==> config.mk <==
export PLATFORM = sky130hd
export DESIGN_NAME = ram_stream_reader
export DESIGN_NICKNAME = d
export VERILOG_FILES = /design/src/rtl/ram_reader_pkg.sv /design/src/rtl/skid_fifo2.sv /design/src/rtl/ram_stream_reader.sv
export SDC_FILE = /design/constraint.sdc
export NUM_CORES = 1
export LEC_CHECK = 0
export ABC_AREA = 1
export CORE_UTILIZATION = 60
export CTS_BUF_LIST = sky130_fd_sc_hd__clkbuf_4 sky130_fd_sc_hd__clkbuf_8 sky130_fd_sc_hd__clkbuf_16
export CTS_CLUSTER_DIAMETER = 60
export CTS_CLUSTER_SIZE = 12
export DETAILED_ROUTE_END_ITERATION = 8
export GPL_TIMING_DRIVEN = 0
export PLACE_DENSITY = 0.95
export SLEW_MARGIN = 0
export SYNTH_ARGS = -nofsm -noshare
export SYNTH_HDL_FRONTEND = slang
export SYNTH_SLANG_ARGS = --single-unit
==> constraint.sdc <==
create_clock -name clk -period 4.1 [get_ports clk]
set_clock_uncertainty 0.2 [all_clocks]
set_input_delay 0.615 -clock clk [delete_from_list [all_inputs] [get_ports clk]]
set_output_delay 0.615 -clock clk [all_outputs]
set_load 0.01 [all_outputs]
==> src/rtl/ram_reader_pkg.sv <==
// Shared types and sizing for the RAM stream reader: FSM states and return-buffer depth.
package ram_reader_pkg;

  typedef enum logic [1:0] {
    IDLE  = 2'd0,
    RUN   = 2'd1,
    DRAIN = 2'd2,
    DONE  = 2'd3
  } state_t;

  localparam int FIFO_DEPTH = 2;
  localparam int FIFO_CNT_W = $clog2(FIFO_DEPTH + 1);

endpackage

==> src/rtl/skid_fifo2.sv <==
// Two-entry return buffer: push lands at the clock edge, head is visible the next cycle.
// Same-cycle push and pop leave the count unchanged; the producer must never push into a full buffer.
module skid_fifo2
  import ram_reader_pkg::*;
#(
  parameter int data_width = 8
) (
  input  logic                  clk,
  input  logic                  rst,
  input  logic                  push,
  input  logic [data_width-1:0] push_dat,
  input  logic                  pop,
  output logic [FIFO_CNT_W-1:0] count,
  output logic [data_width-1:0] head
);

  logic [data_width-1:0] mem [FIFO_DEPTH];
  logic                  rd_ptr;
  logic                  wr_ptr;

  always_ff @(posedge clk) begin
    if (!rst) begin
      rd_ptr <= 1'b0;
      wr_ptr <= 1'b0;
      count  <= '0;
      for (int i = 0; i < FIFO_DEPTH; i++) mem[i] <= '0;
    end else begin
      if (push) begin
        mem[wr_ptr] <= push_dat;
        wr_ptr      <= ~wr_ptr;
      end
      if (pop) rd_ptr <= ~rd_ptr;
      case ({push, pop})
        2'b10:   count <= count + 1'b1;
        2'b01:   count <= count - 1'b1;
        default: count <= count;
      endcase
    end
  end

  assign head = mem[rd_ptr];

  // The issue throttle upstream guarantees these never fire.
  assert property (@(posedge clk) disable iff (!rst)
    !(push && !pop && (count == FIFO_CNT_W'(FIFO_DEPTH))));
  assert property (@(posedge clk) disable iff (!rst)
    !(pop && (count == '0)));

endmodule

==> src/rtl/ram_stream_reader.sv <==
// Reads length bytes from the synchronous RAM starting at base_addr and streams them in order; first byte valid 3 cycles after start, 1 byte/cycle.
// Stream stalls are absorbed by a 2-entry buffer; reads are throttled so it never overflows. Optional chksum port: RAM_STREAM_READER_CHKSUM_EN.
module ram_stream_reader
  import ram_reader_pkg::*;
#(
  parameter int addr_width = 12,
  parameter int data_width = 8
) (
  input  logic                  clk,
  input  logic                  rst,
  input  logic                  start,
  input  logic [addr_width-1:0] base_addr,
  input  logic [addr_width:0]   length,
  output logic                  busy,
  output logic                  done,
  output logic [addr_width-1:0] r_addr,
  output logic                  r_en,
  input  logic [data_width-1:0] r_data,
  output logic [data_width-1:0] m_data,
  output logic                  m_valid,
  input  logic                  m_ready
`ifdef RAM_STREAM_READER_CHKSUM_EN
  ,
  output logic [data_width-1:0] chksum
`endif
);

  localparam logic [FIFO_CNT_W:0] OCC_LIMIT = (FIFO_CNT_W + 1)'(FIFO_DEPTH);

  state_t                  state;
  state_t                  state_nxt;
  logic [addr_width-1:0]   base_q;
  logic [addr_width:0]     len_q;
  logic [addr_width:0]     issue_cnt;
  logic [addr_width:0]     xfer_cnt;
  logic                    inflight;
  logic [FIFO_CNT_W-1:0]   fifo_count;
  logic [FIFO_CNT_W:0]     occupancy;
  logic                    pop;
  logic                    accept;
  logic                    last_issue;
  logic                    last_xfer;

  assign pop    = m_valid & m_ready;
  assign accept = (state == IDLE) && start;

  // Buffered plus in-flight bytes after this cycle's pop; a read may issue while that leaves room.
  assign occupancy = {1'b0, fifo_count}
                   + {{FIFO_CNT_W{1'b0}}, inflight}
                   - {{FIFO_CNT_W{1'b0}}, pop};

  assign r_en       = (state == RUN) && (occupancy < OCC_LIMIT);
  assign r_addr     = base_q + issue_cnt[addr_width-1:0];
  assign last_issue = r_en && ((issue_cnt + 1'b1) == len_q);
  assign last_xfer  = pop && ((xfer_cnt + 1'b1) == len_q);
  assign m_valid    = (fifo_count != '0);

  always_comb begin
    state_nxt = state;
    busy      = 1'b0;
    done      = 1'b0;
    case (state)
      IDLE: begin
        if (start) state_nxt = (length == '0) ? DONE : RUN;
      end
      RUN: begin
        busy = 1'b1;
        if (last_issue) state_nxt = DRAIN;
      end
      DRAIN: begin
        busy = 1'b1;
        if (last_xfer) state_nxt = DONE;
      end
      DONE: begin
        done      = 1'b1;
        state_nxt = IDLE;
      end
      default: state_nxt = IDLE;
    endcase
  end

  always_ff @(posedge clk) begin
    if (!rst) begin
      state     <= IDLE;
      base_q    <= '0;
      len_q     <= '0;
      issue_cnt <= '0;
      xfer_cnt  <= '0;
      inflight  <= 1'b0;
    end else begin
      state    <= state_nxt;
      inflight <= r_en;
      if (accept) begin
        base_q    <= base_addr;
        len_q     <= length;
        issue_cnt <= '0;
        xfer_cnt  <= '0;
      end else begin
        if (r_en) issue_cnt <= issue_cnt + 1'b1;
        if (pop)  xfer_cnt  <= xfer_cnt + 1'b1;
      end
    end
  end

  // RAM dout for a read issued last cycle is captured here; a reset drops it via inflight.
  skid_fifo2 #(
    .data_width(data_width)
  ) u_fifo (
    .clk      (clk),
    .rst      (rst),
    .push     (inflight),
    .push_dat (r_data),
    .pop      (pop),
    .count    (fifo_count),
    .head     (m_data)
  );

`ifdef RAM_STREAM_READER_CHKSUM_EN
  always_ff @(posedge clk) begin
    if (!rst || accept) chksum <= '0;
    else if (pop)       chksum <= chksum + m_data;
  end
`endif

endmodule
* Word level (Yosys, flattened, before mapping)
Memory sizes are Yosys's and may differ from the RTL's. A register that Yosys moved wholly into a read port is not among the register bits.
Index checks and enable logic that the tools add are counted.
** Storage, ports and cells
- Register bits :: 58
- Input bits :: 37
- Logic and storage cells :: 61
- Output and inout port bits :: 24
- Memories :: 1
- RAM bits :: 16
** Memory list
- u_fifo.mem :: depth 2, width 8, rd ports 1, clocked after memory_dff 1, write ports 2, RTL line skid_fifo2.sv:17 : logic [data_width-1:0] mem [FIFO_DEPTH];
** Operators by class
- $add $sub $neg :: 7
- Equality and inequality tests :: 10
- Muxes and demuxes :: 17
- $lt $le $gt $ge :: 1
- Bitwise logic cells :: 4
- Reductions and logical operators :: 12
** Operators by type and width (number)
- adder 13 x 1 -> 13 bit (second input constant) :: 2
- == test 13 bit :: 2
- logical NOT 13 bit :: 1
- adder 12 bit :: 1
- two-way mux 1 bit :: 10
- two-way mux 2 bit :: 4
- two-way mux 8 bit :: 1
- case mux 2 bit (4 select lines) :: 1
- OR reduction 8 bit :: 1
- == test 2 bit (second input constant) :: 3
- inequality test 2 bit (second input constant) :: 3
- == test 2 x 1 -> 1 bit (second input constant) :: 2
- logical AND 1 bit :: 4
- case mux 2 bit (2 select lines) :: 1
- nonzero test 2 bit :: 2
- OR reduction 2 bit :: 2
- adder 2 x 1 -> 3 bit :: 1
- < comparator 3 x 2 -> 1 bit (second input constant) :: 1
- NOT 1 bit :: 3
- AND reduction 3 bit :: 1
- subtractor 3 x 1 -> 3 bit :: 1
- adder 2 x 1 -> 2 bit (second input constant) :: 1
- logical NOT 2 bit :: 1
- subtractor 2 x 1 -> 2 bit (second input constant) :: 1
- AND 1 bit :: 1

* Logic depth before layout (Yosys ltp)
Gate-level depths: netlist of run 1.
- Depth in word-level cells :: 8
- Gate-level depth with buffers :: 20
- Gate-level depth less buffers :: 20

* Cells and area by module
A second synthesis of run 1 with hierarchy kept.
** Unflattened totals
- Cell total of the unflattened synthesis :: 649
- Area total of the unflattened synthesis :: 4614.4 µm²
** By module, submodules not included
- ram_stream_reader :: area an instance 3703.6 µm², times used 1, seq. area each 1081.0 µm², cells an instance 566
- skid_fifo2 :: area an instance 910.9 µm², times used 1, seq. area each 580.6 µm², cells an instance 83

* Least setup slack after synthesis of run 1
No wires, ideal clock.
- Path type :: in2out
- Start :: input m_ready
- End :: output r_en
- Stages :: 11
- Arrival :: 2210 ps
- Setup slack :: 1075 ps
- Required time :: 3285 ps
- Path buffers :: 1
- Path through :: inv_1 > a21oi_2 > nand2_1 > o21ai_0 > nand2_1 > fa_1 > nand2_1 > inv_1 > nand2_1 > nor2_4 > buf_1
** Between the ends
- Cells in the longest elaborated chain, start to end :: 4
** RTL lines
- from (decl) :: RTL line ram_stream_reader.sv:21 : input logic m_ready
- AND 1 bit :: RTL line ram_stream_reader.sv:44 : assign pop = m_valid & m_ready;
- subtractor 3 x 1 -> 3 bit :: RTL line ram_stream_reader.sv:50 : - {{FIFO_CNT_W{1'b0}}, pop};
- < comparator 3 x 2 -> 1 bit :: RTL line ram_stream_reader.sv:52 : assign r_en = (state == RUN) && (occupancy < OCC_LIMIT);
- logical AND 1 bit :: RTL line ram_stream_reader.sv:52
- to (decl) :: RTL line ram_stream_reader.sv:17 : output logic r_en,
Every way passes these cells.

* Worst setup path in the final report of run 1
- Start :: register issue_cnt[0]
- End :: output r_addr[10]
** Between the ends
- Cells in the longest elaborated chain, start to end :: 1
** RTL lines
- from (decl) :: RTL line ram_stream_reader.sv:34 : logic [addr_width:0] issue_cnt;
- from (signal assigned) :: RTL line ram_stream_reader.sv:99 : if (r_en) issue_cnt <= issue_cnt + 1'b1;
- adder 12 bit :: RTL line ram_stream_reader.sv:53 : assign r_addr = base_q + issue_cnt[addr_width-1:0];
- to (decl) :: RTL line ram_stream_reader.sv:16 : output logic [addr_width-1:0] r_addr,
Every way passes these cells.

==> impl_metrics.tcl, run 1 <==
set metrics [dict create \
    synthToLayoutAreaGrowth_pct 21.1 \
    hp-class "flop to flop" \
    worstReg2RegStart "u_fifo.count[1]" \
    maxSlewViolCount 0 \
    cpLargestDelayFamily "compound AO/OA/AOI/OAI gates" \
    cp.required_ps 3280 \
    wl_per_cell_um 14.3 \
    grt-ovfl-total 0 \
    die_w_um 88.5 \
    cp-end-kind "output port" \
    startpoint_type "flop" \
    synth_edf_count 16 \
    synth_ff_type "dfxtp_1" \
    finalNetCount 763 \
    grt_max_degree 19 \
    hold_violations 0 \
    drive_gt1_share_pct 6.05 \
    core_area_um2 7250 \
    min_period_over_period_pct 94.2 \
    htree_levels 3 \
    dp.final_hpwl_mm 9.06 \
    vias 4500 \
    cts_hold_buf 0 \
    clockRootBuffer "clkbuf_8" \
    fin_ws_ps 238 \
    fillers 557 \
    worst_pin_slew_ps 632 \
    fin_area_um2 5440 \
    antenna_found_initial 1 \
    min_from "u_fifo.rd_ptr" \
    drt_iter0_drc 320 \
    ys_seq_elements 75 \
    synth_cells 636 \
    status "finished clean" \
    post-place-ws_ps -520 \
    timing.fmax_ghz 0.259 \
    netlist_area_um2 4490 \
    avgSynthCellArea_um2 7.06 \
    min_period_ps 3860 \
    critical_path.startpoint "issue_cnt[0]" \
    start_util_pct 61.9 \
    vdd_drop_max_mv 0.324 \
    p_leak_nw 2.40 \
    worstSkewPairLatency_ps 350 \
    cp_cell_sequence "ha_1, inv_1, fa_1, o21ai_1, nand2_1, nand2_1, a21oi_1, o21ai_1, nand2_1, nand2_1, a21oi_1, xor2_1, clkdlybuf4s50_1" \
    placed_area_um2 5200 \
    grt_use_total_pct 31.1 \
    dieArea_um2 7830 \
    cp_max_fo 6 \
    cp_slowest_cell "clkdlybuf4s50_1" \
    gp_congestion 0.947 \
    slew_headroom_pct 57.7 \
    yosysTopAreaCellShare_pct 26.3 \
    cpPeakStageDelay_ps 550 \
    viasPerCell 5.55 \
    synthTopCellsByArea "dfxtp_1 (26%), nand2_1 (11%), edfxtp_1 (11%), nor2_1 (7.9%), inv_1 (6.9%)" \
    yosysSeqAreaShare_pct 37.0 \
    grt_pass1_vias 4190 \
    syn_nets 693 \
    routed_wirelength_mm 11.6 \
    p_per_area_nw_per_um2 522 \
    ys_async_sr_fraction_pct 0 \
    cts-buffers-inserted 9 \
    io_buffers 59 \
    yosys.area.top_type "dfxtp_1" \
    crit_type "flop to output port" \
    crit_buf_inv 2 \
    io_pins 61 \
    grt_pass1_wl_mm 18.5 \
    drc 0 \
    antenna_left 0 \
    die_y_um 88.5 \
    arrival_ps 3050 \
    clockBufferDepth 2 \
    cts_tree "yes" \
    setup_viol 0 \
    path_clk_slew_ps 80 \
    maxCapViolCount 0 \
    path_common_cell "nand2_1" \
    grt_setup_unrepaired "false" \
    row_count 31 \
    yosysWarnings 0 \
    cts_sinks 75 \
    ys_types 35 \
    drtPass1Iterations 5 \
]
kinds of logic (layout without fill, tap and decap cells):
logic type / Yosys count / after routing / synth area share [%]
AOI/OAI and AO/OA: 111 / 111 / 13.1
DFF: 75 / 75 / 37.0
and+or+nand+nor: 302 / 302 / 28.9
adders and majority gates: 20 / 20 / 5.91
muxes: 8 / 8 / 2.01
xor gates and xnor gates: 19 / 19 / 4.63
other: 0 / 1 / 0
buffers and inverters: 101 / 176 / 8.47
path summary, 6_finish.rpt:
kind,end,slack (ps),cells after the start
worst max-delay path,r_addr[10],240,13
worst min-delay path,flop,260,1
worst max register to register,state[0],660,21
worst min register to register,flop,260,1
Yosys cell counts (10+ instances only):
| cell | instances |
|---|---|
| inv_1 | 83 |
| xor2_1 | 10 |
| nor2_1 | 94 |
| clkbuf_1 | 14 |
| ha_1 | 18 |
| dfxtp_1 | 59 |
| o21ai_0 | 54 |
| a21oi_1 | 45 |
| nand2_1 | 136 |
| edfxtp_1 | 16 |
| nand3_1 | 43 |
through the flow:
stage	hold slack, ps	instances	setup TNS, ps	util [%]	power (W)
floorplan	226	636	0	-	0.00176
global placement	238	794	-385	71.7	0.00216
detailed placement	245	794	-520	71.7	0.00222
CTS	257	810	0	74.8	0.00283
global route	283	810	0	74.9	0.00301
finish	258	811	0	75.0	0.00284
state kept, by name, summed over array words and instances (netlist names), named ones only:
signal and cells:
base_q 12, inflight 1, issue_cnt 13, len_q 13, state 2, u_fifo.count 2
u_fifo.mem 16, u_fifo.rd_ptr 1, u_fifo.wr_ptr 1, xfer_cnt 13
area by class of cell:
cell class	count	area [µm²]	share of cell area [%]
Antenna cell	1	2.50	0.0460
Inverter	85	319	5.87
Clock inverter	4	48.8	0.898
Multi-Input combinational cell	460	2450	45.2
Timing Repair Buffer	60	604	11.1
Buffer	15	57.6	1.06
Clock buffer	12	164	3.01
Tap cell	99	124	2.28
Sequential cell	75	1660	30.6
power breakdown:
part	leakage [nW]	total, W	switching, W	internal (W)
clock	0.112	0.000602	0.000271	0.000331
combinational	1.64	0.00119	0.000663	0.000524
sequential	0.649	0.00105	0.000149	0.000898
cells in the final DEF (no fill, tap or decap), types with 9 or more instances in the layout:
cell	count
clkbuf_1	14
a21oi_1	45
nand3_1	43
o21ai_0	51
nand2_1	136
clkbuf_8	9
ha_1	18
nor2_1	94
edfxtp_1	16
inv_1	83
clkdlybuf4s50_1	58
xor2_1	10
dfxtp_1	59
per-layer routing:
| layer | up-vias | track usage [%] | wire length [µm] |
|---|---|---|---|
| met3 | 31 | 4.76 | 768 |
| met1 | 2079 | 36.8 | 4950 |
| met5 | - | 0 | 0 |
| li1 | 2211 | - | - |
| met2 | 179 | 54.9 | 5600 |
| met4 | 0 | 15.0 | 319 |
timing repair:
action,in CTS,in global routing
endpoints found under the setup margin,1,4
resized for setup,1,5
pin swaps,1,0
hold endpoints to repair,0,0
setup buffers,1,0
cloned,0,0
(Power assumes the default switching activity.)
==> run 2, diff against run 1 <==
--- a/config.mk
+++ b/config.mk
@@ -12,7 +12,9 @@
 export CTS_CLUSTER_SIZE = 12
 export DETAILED_ROUTE_END_ITERATION = 8
 export GPL_TIMING_DRIVEN = 0
+export HOLD_SLACK_MARGIN = 0.12
 export PLACE_DENSITY = 0.95
+export SETUP_SLACK_MARGIN = 0.02
 export SLEW_MARGIN = 0
 export SYNTH_ARGS = -nofsm -noshare
 export SYNTH_HDL_FRONTEND = slang
==> constraint.sdc (replaced) <==
create_clock -name clk -period 4.8 [get_ports clk]
set_clock_uncertainty 0.2 [all_clocks]
set_input_delay 0.72 -clock clk [delete_from_list [all_inputs] [get_ports clk]]
set_output_delay 0.72 -clock clk [all_outputs]
set_load 0.01 [all_outputs]
==> run 2 against run 1 <==
Effect of this change:
- combinational power shrank 16%
- routed wire length shrank 0.27%
- sequential share of layout area grew 0.13 points
- via count shrank 0.60%
- core utilization shrank 0.33 points
- critical endpoint is now r_en
==> impl_metrics.tcl, run 2 (same netlist as run 1, synthesis figures left out) <==
set metrics [dict create \
    status "finished clean" \
    ctsResizeCount 0 \
    hold_violations 0 \
    viasPerCell 5.53 \
    synthToLayoutAreaGrowth_pct 20.6 \
    finalNetCount 762 \
    routed_wirelength_mm 11.6 \
    grt_use_total_pct 30.8 \
    placed_area_um2 5200 \
    timing.fmax_ghz 0.218 \
    drt_iter0_drc 284 \
    drive_gt1_share_pct 5.92 \
    cp_max_fo 19 \
    antenna_found_initial 0 \
    crit_type "input port to output port" \
    drtPass1Iterations 5 \
    row_count 31 \
    setup_viol 0 \
    worst_pin_slew_ps 636 \
    post-place-cells 794 \
    p_leak_nw 2.38 \
    final_cells 809 \
    p_per_area_nw_per_um2 446 \
    diodes 0 \
    slew_headroom_pct 57.5 \
    core_area_um2 7250 \
    cts_tree "yes" \
    cts_hold_buf 0 \
    cts_setup_buffers 0 \
    dp.final_hpwl_mm 9.06 \
    startpoint_type "input port" \
    largest_reg_flops 16 \
    fin_area_um2 5410 \
    vias 4473 \
    htree_levels 3 \
    min_period_over_period_pct 95.4 \
    min_period_ps 4580 \
    worstSkewPairLatency_ps 350 \
    top_register "u_fifo.mem" \
    cpPeakStageDelay_ps 620 \
    cts_sinks 75 \
    die_y_um 88.5 \
    r2r_setup_slack_ps 1290 \
    clockBufferDepth 2 \
    wl_per_cell_um 14.3 \
    grt_max_degree 20 \
    maxSlewViolCount 0 \
    cp.required_ps 3880 \
    grt_pass1_wl_mm 18.4 \
    clockRootBuffer "clkbuf_8" \
    start_util_pct 61.9 \
    hp-class "flop to flop" \
    die_w_um 88.5 \
    cts-buffers-inserted 9 \
    arrival_ps 3660 \
    io_pins 61 \
    antenna_left 0 \
    path_clk_slew_ps 80 \
    path_common_cell "nand2_1" \
    cp-end-kind "output port" \
    final_common_cell "nand2_1" \
    cp_slowest_cell "clkdlybuf4s50_1" \
    io_buffers 59 \
    grt_pass1_vias 4182 \
    grt_setup_unrepaired "false" \
    gp_congestion 0.947 \
    fillers 563 \
    maxCapViolCount 0 \
    drc 0 \
    dieArea_um2 7830 \
    final_cell_mix "nand2_1 (136), nor2_1 (94), inv_1 (83)" \
    grt-ovfl-total 0 \
    cp_cell_sequence "clkdlybuf4s50_1, inv_1, a21oi_2, nand2_1, o21ai_0, nand2_1, fa_1, nand2_1, inv_1, nand2_1, nor2_4, clkdlybuf4s50_1" \
    vdd_drop_max_mv 0.279 \
]
[run 2: cell count changes in the layout (fill, tap and decap cells not counted)]
cell / before / now
a21oi_2: 0 / 1
diode_2: 1 / 0
o21ai_1: 4 / 1
buf_6: 1 / 0
a21oi_4: 1 / 0
dlymetal6s2s_1: 1 / 0
o21ai_0: 51 / 54
clkdlybuf4s50_1: 58 / 59
[run 2: layout make-up]
class | instances | area [µm²] | share of cell area [%]
clock inverters | 4 | 48.8 | 0.902
clock buffers | 12 | 164 | 3.03
repair buffers | 59 | 591 | 10.9
inverters | 85 | 319 | 5.89
well taps | 99 | 124 | 2.29
flip-flops and latches | 75 | 1660 | 30.7
multi-input cells | 460 | 2450 | 45.2
plain buffers | 15 | 57.6 | 1.06
[run 2: worst paths after layout]
check	to	cells past startpoint	startpoint
worst min-delay path	flop	1	u_fifo.rd_ptr
worst max register to register	state[0]	20	u_fifo.count[1]
worst min register to register	flop	1	u_fifo.rd_ptr
worst max-delay path	r_en	12	m_ready
[run 2: routing by layer]
metal	part of all wire [%]	track usage, %
met5	0	0
met4	2.0	13.2
met3	6.5	4.20
met2	49	55.3
met1	42	36.7
[run 2: worst max-delay path, delay by kind of cell]
family / cells / cell delay [ps]
AOI/OAI and AO/OA: 2 / 420
buffers and inverters: 4 / 1290
and+or+nand+nor: 5 / 720
adders and majority gates: 1 / 500
[run 2: where the power goes]
group	internal [W]	switching, W
clock	0.000283	0.000236
sequential	0.000767	0.000128
combinational	0.000440	0.000560
total	0.00149	0.000924
[run 2: through the flow]
step,util [%],TNS (ps),hold slack (ps),worst slack (ps),power (W)
after global placement,71.7,0,238,105,0.00185
after global routing,74.6,0,283,51.5,0.00255
final,74.6,0,255,218,0.00241
after detailed placement,71.7,-30.3,245,-30.3,0.00189
after CTS,74.6,0,257,248,0.00240
after floorplan,-,0,226,1570,0.00150
